--- config.mk ---
export PLATFORM = sky130hd
export DESIGN_NAME = noc_host_ni
export DESIGN_NICKNAME = d
export VERILOG_FILES = /design/src/rtl/noc_host_ni.sv
export SDC_FILE = /design/constraint.sdc
export NUM_CORES = 1
export LEC_CHECK = 0
export ABC_CLOCK_PERIOD_IN_PS = 3950
export CAP_MARGIN = 20
export CORE_MARGIN = 4
export CORE_UTILIZATION = 30
export CTS_BUF_LIST = sky130_fd_sc_hd__clkbuf_8
export DETAILED_ROUTE_END_ITERATION = 16
export HOLD_SLACK_MARGIN = 0.15
export PLACE_DENSITY = 0.53
export SYNTH_ARGS = -nofsm -noshare
export SYNTH_HDL_FRONTEND = slang
export SYNTH_SLANG_ARGS = --single-unit
--- constraint.sdc ---
create_clock -name clk -period 3.95 [get_ports clk]
set_input_delay 1.185 -clock clk [delete_from_list [all_inputs] [get_ports clk]]
set_output_delay 1.185 -clock clk [all_outputs]
set_load 0.02 [all_outputs]
--- src/rtl/noc_host_ni.sv ---
// Host network interface for one ring NoC node: packetizes and paces host writes
// into the router input port, and filters and buffers ejected packets for the host.
module noc_host_ni #(
  parameter int NODE_ID     = 0,
  parameter int PACKET_SIZE = 8,
  parameter int ROUTER_BITS = 2,
  parameter int TX_DEPTH    = 4,
  parameter int RX_DEPTH    = 4,
  parameter int TX_GAP      = 2
) (
  input  logic                              clk,
  input  logic                              rst,
  input  logic                              host_tx_valid,
  output logic                              host_tx_ready,
  input  logic [ROUTER_BITS-1:0]            host_tx_dest,
  input  logic [PACKET_SIZE-ROUTER_BITS-1:0] host_tx_payload,
  output logic [PACKET_SIZE-1:0]            net_data_out,
  output logic                              net_enable_out,
  input  logic                              net_in_full,
  input  logic [PACKET_SIZE-1:0]            net_data_in,
  input  logic                              net_enable_in,
  output logic                              net_out_full,
  output logic                              host_rx_valid,
  input  logic                              host_rx_ready,
  output logic [PACKET_SIZE-ROUTER_BITS-1:0] host_rx_payload,
  output logic                              host_rx_src_ok,
  output logic [7:0]                        misroute_cnt,
  output logic [7:0]                        overflow_cnt
);

  localparam int PW  = PACKET_SIZE - ROUTER_BITS;
  localparam int TAW = $clog2(TX_DEPTH);
  localparam int TCW = TAW + 1;
  localparam int RAW = $clog2(RX_DEPTH);
  localparam int RCW = RAW + 1;

  localparam logic [ROUTER_BITS-1:0] NODE_ADDR = ROUTER_BITS'(NODE_ID);
  localparam logic [2:0]             GAP_LOAD  = 3'(TX_GAP);
  localparam logic                   SRC_OK    = (NODE_ID >= 0) && (NODE_ID < (1 << ROUTER_BITS));
  localparam logic [TCW-1:0]         TX_FULL_LVL = TCW'(TX_DEPTH);
  localparam logic [RCW-1:0]         RX_FULL_LVL = RCW'(RX_DEPTH);
  localparam logic [RCW-1:0]         RX_WARN_LVL = RCW'(RX_DEPTH - 1);

  typedef enum logic {IDLE, HOLD} tx_state_t;

  assign host_rx_src_ok = SRC_OK;

  // ---------------------------------------------------------------------------
  // TX FIFO
  // ---------------------------------------------------------------------------
  logic [PACKET_SIZE-1:0] tx_mem [TX_DEPTH];
  logic [TAW-1:0]         tx_wr_ptr, tx_rd_ptr;
  logic [TCW-1:0]         tx_count;
  logic                   tx_full, tx_empty, tx_push, tx_pop;

  assign tx_full       = (tx_count == TX_FULL_LVL);
  assign tx_empty      = (tx_count == '0);
  assign host_tx_ready = !tx_full && !rst;
  assign tx_push       = host_tx_valid && host_tx_ready;

  // NOTE: storage arrays carry no reset; validity is tracked by the pointers and count.
  always_ff @(posedge clk) begin
    if (tx_push) tx_mem[tx_wr_ptr] <= {host_tx_payload, host_tx_dest};
  end

  // NOTE: sequential state uses non-blocking assignments so every register samples pre-edge values.
  always_ff @(posedge clk) begin
    if (rst) begin
      tx_wr_ptr <= '0;
      tx_rd_ptr <= '0;
      tx_count  <= '0;
    end else begin
      if (tx_push) tx_wr_ptr <= tx_wr_ptr + 1'b1;
      if (tx_pop)  tx_rd_ptr <= tx_rd_ptr + 1'b1;
      unique case ({tx_push, tx_pop})
        2'b10:   tx_count <= tx_count + 1'b1;
        2'b01:   tx_count <= tx_count - 1'b1;
        default: tx_count <= tx_count;
      endcase
    end
  end

  // ---------------------------------------------------------------------------
  // TX injection FSM: one strobe, then TX_GAP forced idle cycles
  // ---------------------------------------------------------------------------
  tx_state_t  tx_state, tx_state_next;
  logic [2:0] gap_cnt, gap_cnt_next;

  // NOTE: every combinational output gets a default first so no latch is inferred.
  always_comb begin
    tx_state_next = tx_state;
    gap_cnt_next  = gap_cnt;
    tx_pop        = 1'b0;
    unique case (tx_state)
      IDLE: begin
        if (!tx_empty && !net_in_full) begin
          tx_pop = 1'b1;
          if (GAP_LOAD != 3'd0) begin
            tx_state_next = HOLD;
            gap_cnt_next  = GAP_LOAD;
          end
        end
      end
      HOLD: begin
        gap_cnt_next = gap_cnt - 3'd1;
        if (gap_cnt <= 3'd1) tx_state_next = IDLE;
      end
      default: tx_state_next = IDLE;
    endcase
  end

  always_ff @(posedge clk) begin
    if (rst) begin
      tx_state       <= IDLE;
      gap_cnt        <= '0;
      net_enable_out <= 1'b0;
      net_data_out   <= '0;
    end else begin
      tx_state       <= tx_state_next;
      gap_cnt        <= gap_cnt_next;
      net_enable_out <= tx_pop;
      if (tx_pop) net_data_out <= tx_mem[tx_rd_ptr];
    end
  end

  // ---------------------------------------------------------------------------
  // RX filter and FIFO
  // ---------------------------------------------------------------------------
  logic [PW-1:0]  rx_mem [RX_DEPTH];
  logic [RAW-1:0] rx_wr_ptr, rx_rd_ptr;
  logic [RCW-1:0] rx_count, rx_count_next;
  logic           rx_full, rx_empty, rx_push, rx_pop;
  logic           dest_match, rx_misroute, rx_overflow;

  assign dest_match      = (net_data_in[ROUTER_BITS-1:0] == NODE_ADDR);
  assign rx_full         = (rx_count == RX_FULL_LVL);
  assign rx_empty        = (rx_count == '0);
  assign host_rx_valid   = !rx_empty;
  assign host_rx_payload = rx_mem[rx_rd_ptr];
  assign rx_pop          = host_rx_valid && host_rx_ready;
  // A full FIFO still accepts a packet when the host frees the head slot in the same cycle.
  assign rx_push         = net_enable_in && dest_match && (!rx_full || rx_pop);
  assign rx_overflow     = net_enable_in && dest_match && rx_full && !rx_pop;
  assign rx_misroute     = net_enable_in && !dest_match;

  always_comb begin
    rx_count_next = rx_count;
    unique case ({rx_push, rx_pop})
      2'b10:   rx_count_next = rx_count + 1'b1;
      2'b01:   rx_count_next = rx_count - 1'b1;
      default: rx_count_next = rx_count;
    endcase
  end

  always_ff @(posedge clk) begin
    if (rx_push) rx_mem[rx_wr_ptr] <= net_data_in[PACKET_SIZE-1:ROUTER_BITS];
  end

  always_ff @(posedge clk) begin
    if (rst) begin
      rx_wr_ptr    <= '0;
      rx_rd_ptr    <= '0;
      rx_count     <= '0;
      net_out_full <= 1'b0;
      misroute_cnt <= '0;
      overflow_cnt <= '0;
    end else begin
      if (rx_push) rx_wr_ptr <= rx_wr_ptr + 1'b1;
      if (rx_pop)  rx_rd_ptr <= rx_rd_ptr + 1'b1;
      rx_count     <= rx_count_next;
      // One slot of slack absorbs a packet the router launched before seeing the flag.
      net_out_full <= (rx_count_next >= RX_WARN_LVL);
      if (rx_misroute && misroute_cnt != 8'hFF) misroute_cnt <= misroute_cnt + 8'd1;
      if (rx_overflow && overflow_cnt != 8'hFF) overflow_cnt <= overflow_cnt + 8'd1;
    end
  end

endmodule

# After elaboration in Yosys (flattened, before gate mapping)
# Memories as Yosys holds them, arrays and structs flattened. A register that Yosys moved wholly into a read port is not among the register bits.
# Cells that the tools add are included.
# classes
magnitude_cmp,2
eq_ne,9
n_addsub,11
muxes,14
bitwise_logic,1
n_reduce_logical,24
# ops
operator,n
case mux 3 bit (2 select lines),3
"adder 8 x 1 -> 8 bit, second input constant",2
"!= test 8 bit, second input constant",2
logical AND 1 bit,11
"subtractor 3 x 1 -> 3 bit, second input constant",3
"adder 2 x 1 -> 2 bit, second input constant",4
zero test 1 bit,8
2-to-1 mux 1 bit,7
"adder 3 x 1 -> 3 bit, second input constant",2
"== test 3 bit, second input constant",2
zero test 3 bit,2
"== test 2 x 1 -> 1 bit, second input constant",2
"== test 2 bit, second input constant",2
2-to-1 mux 2 bit,2
">= comparator 3 x 2 -> 1 bit, second input constant",1
"less-or-equal comparator 3 x 1 -> 1 bit, second input constant",1
2-to-1 mux 3 bit,1
zero test 2 bit,1
"!= test 2 bit, second input constant",1
case mux 1 bit (2 select lines),1
nonzero test 2 bit,1
logical OR 1 bit,1
inverter 1 bit,1
# totals
in_bits,22
register_bits,36
mem_count,2
ram_bits,56
word_cells,75
output_inout_bits,35
# memory_table
memory,words,word_bits,read_ports,rd_ports_with_merged_regs,write_ports,line_no,rtl
tx_mem,4,8,1,1,1,51,logic [PACKET_SIZE-1:0] tx_mem [TX_DEPTH];
rx_mem,4,6,1,1,1,129,logic [PW-1:0] rx_mem [RX_DEPTH];

# Logic depth before layout (Yosys ltp)
# Gate-level depths: netlist of the first run.
# depth
ltp_word,8
ltp_mapped,11
ltp_nobuf,10

# Worst setup path after synthesis of the first run
# Ideal clock, no wire load.
# synth_timing
path_kind,input-to-reg
from,input rst
to,register tx_count[2]
path_buffers,1
path_stages,10
setup_time_ns,0.070
setup_slack_ns,0.754
required_time_ns,3.880
arrival_time_ns,3.126
path_cell_list,clkbuf_1 a31oi_1 and2_1 inv_1 ha_1 inv_1 fa_1 xor2_1 or3_1 a21oi_1
# synth_via
elab_chain_cells,5
word_cells_on_any_way,7
classes_between,2 x eq/ne; 1 x mux; 4 x reduce/logical
# synth_lines
item,line_no,rtl
from (decl),12,"input logic rst,"
zero test 1 bit *,58,assign host_tx_ready = !tx_full && !rst;
logical AND 1 bit *,58,
net host_tx_ready,14,"output logic host_tx_ready,"
logical AND 1 bit *,59,assign tx_push = host_tx_valid && host_tx_ready;
== test 2 x 1 -> 1 bit or == test 2 bit (tied branches),75,"unique case ({tx_push, tx_pop})"
case mux 3 bit (2 select lines) or nonzero test 2 bit (tied branches),--,
to (signal assigned),76,2'b10: tx_count <= tx_count + 1'b1;
to (signal assigned),77,2'b01: tx_count <= tx_count - 1'b1;
to (signal assigned),78,default: tx_count <= tx_count;
to (decl),53,logic [TCW-1:0] tx_count;
# Mark *: on every way through the listed nets, which the timed path passes. The rest lies on a longest branch.
# A chain may end at the register's enable or synchronous reset.

# Worst setup path after layout of the first run
# layout_timing
from,input rst
to,output host_tx_ready
# layout_via
elab_chain_cells,2
# layout_lines
item,line_no
zero test 1 bit,58
logical AND 1 bit,58
to (decl),14
# Every way passes these cells.

==> impl.org, run 1 <==
** Status
- The run finished with clean final reports.

** Global route
- For this run the aggregate overflow at the end of global routing stands at 0.
- Antenna violations before repair :: 0
- The number of global-route vias before repair was 2574.
- Entering global routing, the biggest net connects 46 pins.
- GR Util All Layers :: 0.107
- The first global-routing pass estimated 13.3 mm of wire.

** Logic synthesis
- Mapped Area :: 0.00416 mm²
- The largest total area in the synthesized netlist belongs to sky130_fd_sc_hd__edfxtp_1.
- Top FF cell, synth :: sky130_fd_sc_hd__edfxtp_1
- Post-synth net total :: 353
- Sequential share of the synthesized area :: 0.625
- Dominant cells by area after synthesis :: sky130_fd_sc_hd__edfxtp_1 40%, sky130_fd_sc_hd__dfxtp_1 22%, sky130_fd_sc_hd__mux4_2 7.6%
- After technology mapping, the gate count stands at 316.
- Averaged over all synthesized cells, the footprint is 13.2 µm².
- Counting flops with a built-in enable in the synthesized netlist gives 56.
- Post-synth top area share :: 0.404
- Synthesis-stage register bit count :: 102
- The number of different library cells used by synthesis comes to 40.
- Asr flop ratio synth :: 0
- Yosys printed 0 warnings.

** Detailed routing
- The routed layout has 2538 vias.
- In the final routed layout, each cell accounts on average for 14.3 µm.
- For this run, design rule violations remaining after detail routing come to 0.
- Via/cell ratio :: 4.56
- For this block, the initial DRC count from the detailed router was 123.
- Wires add up to 7.98 mm.
- The pre-antenna-repair detailed-routing pass consisted of 4 iterations.
- Once detail routing completed, the nets flagged for antenna violations numbered 0.

** Critical path
- Category of the critical setup timing path :: in2out
- Measured in cells, the most critical reg-to-reg path has a length of 7.
- The endpoint identified for the worst register-to-register timing path is net_out_full.
- Minimum setup slack among reg-to-reg paths :: 1.54 ns
- In this run the critical register-to-register path is launched from rx_count[1].
- Along the worst path, the maximum fanout reaches 2.
- Worst setup path start :: rst
- STA classifies the critical path endpoint as an output port.
- The worst setup path is launched from a primary input.
- Critical Path AT :: 2.53 ns
- Required time of the worst setup path :: 2.76 ns

** Clocking
- Hold buffer count at cts :: 0
- Clock tree from TritonCTS :: built
- Clock-pin slew on the worst setup and hold paths :: 0.09 ns
- Total setup buffers inserted after CTS :: 0
- Clock tree synthesis inserted a total of 9 buffers.
- In this run the clock root is driven by a sky130_fd_sc_hd__clkbuf_8.
- The clock net in this run drives a total of 102 sinks.
- At the later pin of the worst-skew pair, clock insertion delay measures 0.37 ns.
- Clock buffer depth :: 2
- # resized after CTS :: 0
- CTS built an H-tree with a depth of 3.

** Power and ir drop
- Switching power of the nets :: 0.000799 W
- IR analysis of the VDD net gives a maximum drop of 0.000250 V.
- Pint :: 0.00186 W
- The share of total power dissipated in sequential elements is 0.501.
- Leakage component of the power :: 1.71 nW
- Power density relative to cell area :: 519 mW/mm²
- Of the total power, the share spent switching nets is 0.301.
- The share of total power dissipated in combinational logic is 0.251.
- Of the total power, the clock network draws 0.248.

** Final layout
- Final Cell Area :: 0.00512 mm²
- The sequential cells in the finished layout cover a total of 0.00260 mm².
- At the end of the flow, the number of nets in the layout was 413.
- 0 antenna diodes ended up in the layout.
- The area growth from synthesis to layout is 23.0%.
- Layout fillers :: 1307
- Multi-input gate area in the final layout :: 0.00146 mm²
- Of the cells placed in the final design, the portion with a size suffix greater than 1 is 0.110.

** STA
- Fin crit share :: 0.940
- For the final routed database, the setup TNS stands at 0 ns.
- Setup violations remaining at the end of the flow were counted as 0.
- Final hold violations :: 0
- The clock period could shrink to 3.71 ns.
- Actual slew at the worst max-slew pin :: 0.636 ns
- For this run, the top clock speed supported by timing is 269 MHz.
- Across the routed clock network, the largest skew measured is 0.00770 ns.
- Max_slew headroom :: 0.575
- RSZ-0062 raised after global routing :: false
- The number of max-slew violations in the final report was 0.

** Floorplanning
- The floorplan has 42 rows.
- In this run the horizontal extent of the chip is 126 µm.
- Top-level I/O count :: 57
- The floorplan step defined a die boundary enclosing 0.0158 mm².
- Initial Utilization :: 0.311
- Placeable Area :: 0.0134 mm²
- Die Span Y :: 126 µm

** Worst hold path
- The worst hold path was traced through 2 stages.
- In this run the worst hold path is classified as reg2reg.
- Worst hold start :: net_data_out[0]
- For hold timing, the worst endpoint is net_data_out[0].

** Place
- The congestion estimate from routability-driven global placement came to 0.781.
- Placed instance area :: 0.00492 mm²
- Once detailed placement completed, the half-perimeter wirelength came to 5.48 mm.
- Port-buffer cells :: 55

** Flow run
- Max-cap violations in this run came to 0.
==> final cells by class <==
type / count / share of cell area
timing repair buffer: 60 / 0.115
clock buffer: 9 / 0.0242
multi-input combinational: 190 / 0.286
inverter: 13 / 0.00953
tap: 176 / 0.0430
clock inverter: 7 / 0.0144
sequential: 102 / 0.508
==> cells in the mapped netlist, drive strengths merged (7+ instances only) <==
cell and instances:
dfxtp 46, edfxtp 56, nor2 36, ha 13, nand3 10, inv 13, mux4 14, xor2 8
buf 7, nand2 22, nor3 8, a21oi 17, xnor2 12
==> sequential cells by signal (all words and copies together), names as in the netlist, 2 cells and up, named ones only <==
| register | count |
|---|---|
| gap_cnt | 3 |
| misroute_cnt | 8 |
| net_data_out | 8 |
| overflow_cnt | 8 |
| rx_count | 3 |
| rx_mem | 24 |
| rx_rd_ptr | 2 |
| rx_wr_ptr | 2 |
| tx_count | 3 |
| tx_mem | 32 |
| tx_rd_ptr | 2 |
| tx_wr_ptr | 2 |
==> metrics by stage <==
stage	std cells	total power, W	hold slack [ns]	setup WS (ns)	util
after floorplan	316	0.00180	0.458	0.754	-
after global placement	541	0.00203	0.448	0.177	0.367
after detailed placement	541	0.00204	0.449	0.205	0.367
after CTS	557	0.00272	0.469	0.186	0.382
after global routing	557	0.00285	0.497	0.135	0.382
final	557	0.00266	0.466	0.239	0.382
==> power groups by stage <==
stage	registers [W]	logic, W	clock network, W
3_3_place_gp	0.00136	0.000672	0
6_report	0.00133	0.000668	0.000660
4_1_cts	0.00134	0.000683	0.000694
2_1_floorplan	0.00134	0.000461	0
3_5_place_dp	0.00136	0.000679	0
5_1_grt	0.00136	0.000750	0.000741
==> cell families after synthesis <==
kind of cell,count (synthesis),share of synthesized area
buffers and inverters,24,0.0234
and+or+nand+nor,104,0.125
xor gates and xnor gates,20,0.0421
adders and majority gates,15,0.0487
AOI/OAI and AO/OA,31,0.0469
muxes,19,0.0877
other,1,0.000901
DFF,102,0.625
==> critical path, cell delays in order <==
cell                              delay, ns
sky130_fd_sc_hd__clkdlybuf4s50_1       0.44
sky130_fd_sc_hd__a31oi_1               0.24
sky130_fd_sc_hd__clkdlybuf4s50_1       0.66
==> worst max-delay path by stage <==
stage               slack, ns  cells after the start             to
finish                   0.24                      3  host_tx_ready
global route             0.14                      3  host_tx_ready
CTS                      0.19                      3  host_tx_ready
detailed placement       0.20                      3  host_tx_ready
global placement         0.18                      3  host_tx_ready
floorplan                0.75                     10    tx_count[2]
==> layout by cell type, fill, tap and decap left out, types with 2 or more instances in the layout <==
| cell type | n |
|---|---|
| sky130_fd_sc_hd__nand4_1 | 2 |
| sky130_fd_sc_hd__dfxtp_1 | 46 |
| sky130_fd_sc_hd__a21oi_1 | 16 |
| sky130_fd_sc_hd__a31oi_1 | 2 |
| sky130_fd_sc_hd__xor2_1 | 8 |
| sky130_fd_sc_hd__nor2_1 | 36 |
| sky130_fd_sc_hd__fa_1 | 2 |
| sky130_fd_sc_hd__nor2b_1 | 2 |
| sky130_fd_sc_hd__clkbuf_8 | 9 |
| sky130_fd_sc_hd__nand3b_1 | 2 |
| sky130_fd_sc_hd__buf_4 | 5 |
| sky130_fd_sc_hd__mux2i_1 | 5 |
| sky130_fd_sc_hd__ha_1 | 13 |
| sky130_fd_sc_hd__inv_1 | 13 |
| sky130_fd_sc_hd__nand3_1 | 10 |
| sky130_fd_sc_hd__o21ai_0 | 5 |
| sky130_fd_sc_hd__and2_1 | 5 |
| sky130_fd_sc_hd__or3_1 | 5 |
| sky130_fd_sc_hd__xnor2_1 | 12 |
| sky130_fd_sc_hd__edfxtp_1 | 56 |
| sky130_fd_sc_hd__and3_1 | 5 |
| sky130_fd_sc_hd__clkinv_4 | 2 |
| sky130_fd_sc_hd__o31ai_1 | 2 |
| sky130_fd_sc_hd__clkinv_2 | 2 |
| sky130_fd_sc_hd__nand2_1 | 22 |
| sky130_fd_sc_hd__or3b_1 | 2 |
| sky130_fd_sc_hd__mux4_2 | 14 |
| sky130_fd_sc_hd__clkdlybuf4s50_1 | 55 |
| sky130_fd_sc_hd__nor3_1 | 8 |
==> per-layer routing <==
layer | vias to the layer above | track usage | routed length [µm] | part of all wire
li1 | 1248 | - | - | -
met1 | 1235 | 0.124 | 3500 | 0.44
met2 | 44 | 0.180 | 3970 | 0.50
met3 | 11 | 0.0423 | 390 | 0.049
met4 | 0 | 0.0360 | 120 | 0.015
met5 | - | 0 | 0 | 0
Note: power is estimated with default switching activity, not from simulation.
==> run 2, diff against run 1 <==
==> constraint.sdc (replaced) <==
create_clock -name clk -period 3.95 [get_ports clk]
set_input_delay 1.185 -clock clk [delete_from_list [all_inputs] [get_ports clk]]
set_output_delay 1.185 -clock clk [all_outputs]
set_load 0.05 [all_outputs]
==> run 2 against run 1 <==
Critical path depth unchanged. Clock power increased by 3.5%. First-iteration DRC count increased by 44%. Die area unchanged. Global-route usage decreased by 0.15 points. Critical endpoint unchanged. Largest cell class unchanged. Highest routed layer unchanged.
==> impl.org, run 2 (same netlist as run 1, synthesis figures left out) <==
** Clocking
- The clock passes through at most 2 buffers.
- Counting the buffers created by CTS gives 9.
- # resized after CTS :: 0
- Clock-pin slew on the worst setup and hold paths :: 0.10 ns
- The tree is rooted in a sky130_fd_sc_hd__clkbuf_8.
- The H-tree generated during clock tree synthesis spans 3 levels.
- Hold buffer count at cts :: 0
- Clock tree sinks :: 102
- The number of setup buffers added after CTS is 0.
- TritonCTS built the clock tree.
- The later pin in the worst-skew pair is clocked with a latency of 0.38 ns.

** Detailed routing
- DRC violation total after the first TritonRoute iteration :: 177
- Count of vias placed by the detailed router :: 2548
- # DRC :: 0
- The first detailed-routing pass took 4 iterations.
- Via/cell ratio :: 4.58
- Once detail routing completed, the nets flagged for antenna violations numbered 0.
- Post-DR wirelength/cell :: 14.4 µm
- The routed design has 8.02 mm of wire.

** Worst hold path
- Cell depth of the worst min-delay path :: 2
- The worst hold path begins at net_data_out[7].
- The min-delay analysis places its worst path in the category reg2reg.
- The worst hold path terminates at net_data_out[7].

** Place
- Port-buffer cells :: 55
- Before CTS, the worst setup slack after placement is 0.395 ns.
- Routability-driven placement finished with a final weighted congestion of 0.726.
- HPWL after detailed placement :: 5.54 mm
- Post-Place Cells :: 540

** Critical path
- Longest individual stage delay on the worst path :: 0.50 ns
- Crit path capture type :: output port
- Critical Path AT :: 2.35 ns
- Setup slack on the worst reg-to-reg path comes out at 1.52 ns.
- The slowest stage of the critical path belongs to the cell sky130_fd_sc_hd__a31oi_1.
- The worst setup path is of the in2out kind.
- Of all nets on the critical path, the largest fanout is 6.
- Critical path launch point type :: primary input
- Data on the critical path is required at its endpoint by 2.76 ns.
- Traced cell by cell, the critical path runs through clkdlybuf4s50_1, a31oi_1, buf_12.
- In this run the critical register-to-register path is captured at net_out_full.
- Number of cells on the worst reg-to-reg path :: 7
- Critical R2R Launch :: rx_count[1]

** Power and ir drop
- Leakage component of the power :: 1.70 nW
- Across the VDD grid, the largest voltage drop is 0.000279 V.
- Power spread over the standard cell area amounts to 550 mW/mm².

** Final layout
- Count of antenna diodes in the layout :: 0
- Most frequent standard cell in the layout excluding fill and tap cells :: sky130_fd_sc_hd__edfxtp_1
- Largest registers :: tx_mem (32), rx_mem (24)
- Flip-flop count of the largest register after layout :: 32
- For this run, the number of standard cells in the final layout without fillers is 556.
- Of the cells placed in the final design, the portion with a size suffix greater than 1 is 0.111.
- Register with the most flip-flops :: tx_mem
- The library cells used most frequently in the layout, excluding fill and tap cells, are 56 x sky130_fd_sc_hd__edfxtp_1, 54 x sky130_fd_sc_hd__clkdlybuf4s50_1, 46 x sky130_fd_sc_hd__dfxtp_1.
- Number of nets in the finished design :: 412
- Layout area overhead :: 23.2%

** STA
- The worst pin sits at a relative slew slack of 0.573.
- Largest clock skew in the final design :: 0.0121 ns
- After layout, the minimum clock period comes to 3.54 ns.
- After layout, the worst setup slack is 0.411 ns.
- Setup repair after global routing left no endpoint under its margin.
- Final hold violations :: 0
- Setup violations remaining at the end of the flow were counted as 0.
- Actual slew at the worst max-slew pin :: 0.640 ns
- Based on the critical path, the design can be clocked at up to 283 MHz.
- Fin crit share :: 0.896
- The number of max-slew violations in the final report came to 0.
- Summed over all failing endpoints, the final setup total negative slack is 0 ns.

** Flow run
- Max capacitance violation total :: 0

** Floorplanning
- Top-level I/O count :: 57
- The initial utilization of the core area, before any placement, comes to 0.311.
- Die Span Y :: 126 µm
- Placeable Area :: 0.0134 mm²
- Floorplan row count :: 42
- The floorplan step defined a die boundary enclosing 0.0158 mm².
- Die X :: 126 µm

** Global route
- Summed over all layers, the global routing overflow is 0.
- The initial antenna violation count was 0.
- The number of global-route vias before repair is 2567.
- GR Util All Layers :: 0.105
- Pin count of the biggest net entering global routing :: 46
- Global-route wire length before repair :: 13.1 mm

** Status
- Status :: finished clean
-- run 2: per-layer routing --
metal / GRT usage / vias to the layer above / wire length [µm]
met5: 0 / - / 0
li1: - / 1244 / -
met1: 0.122 / 1249 / 3560
met3: 0.0436 / 8 / 361
met2: 0.177 / 47 / 4000
met4: 0.0360 / 0 / 100
-- run 2: how the worst max path moves through the flow --
stage	start	end	slack (ns)	depth (start not counted)
after detailed placement	net_data_in[1]	net_out_full	0.40	8
after global routing	rst	host_tx_ready	0.35	3
final	rst	host_tx_ready	0.41	3
after floorplan	rst	tx_count[2]	0.29	10
after global placement	rst	host_tx_ready	0.45	3
after CTS	rst	host_tx_ready	0.42	3
-- run 2: report_power, final --
group	total, W	internal (W)	switching [W]
clock network	0.000683	0.000299	0.000383
logic	0.000803	0.000345	0.000458
registers	0.00133	0.00122	0.000114
total	0.00282	0.00186	0.000955
-- run 2: critical path: cells and delay by family --
family / cells / cell delay [ns]
buf+inv: 2 / 0.67
compound gates: 1 / 0.50
-- run 2: area by class of cell --
class / count / area [µm²]
Tap cell: 176 / 220
Sequential cell: 102 / 2600
Clock inverter: 7 / 78.8
Timing Repair Buffer: 59 / 591
Inverter: 13 / 48.8
Fill cell: 1298 / 8270
Clock buffer: 9 / 124
Multi-Input combinational cell: 190 / 1460
-- run 2: per-stage QoR --
step / hold slack [ns] / area (µm²) / power (W) / utilization
finish: 0.466 / 5130 / 0.00282 / 0.383
global route: 0.484 / 5130 / 0.00299 / 0.383
CTS: 0.470 / 5130 / 0.00287 / 0.383
detailed placement: 0.454 / 4930 / 0.00217 / 0.368
global placement: 0.452 / 4930 / 0.00216 / 0.368
floorplan: 0.458 / 4160 / 0.00192 / -
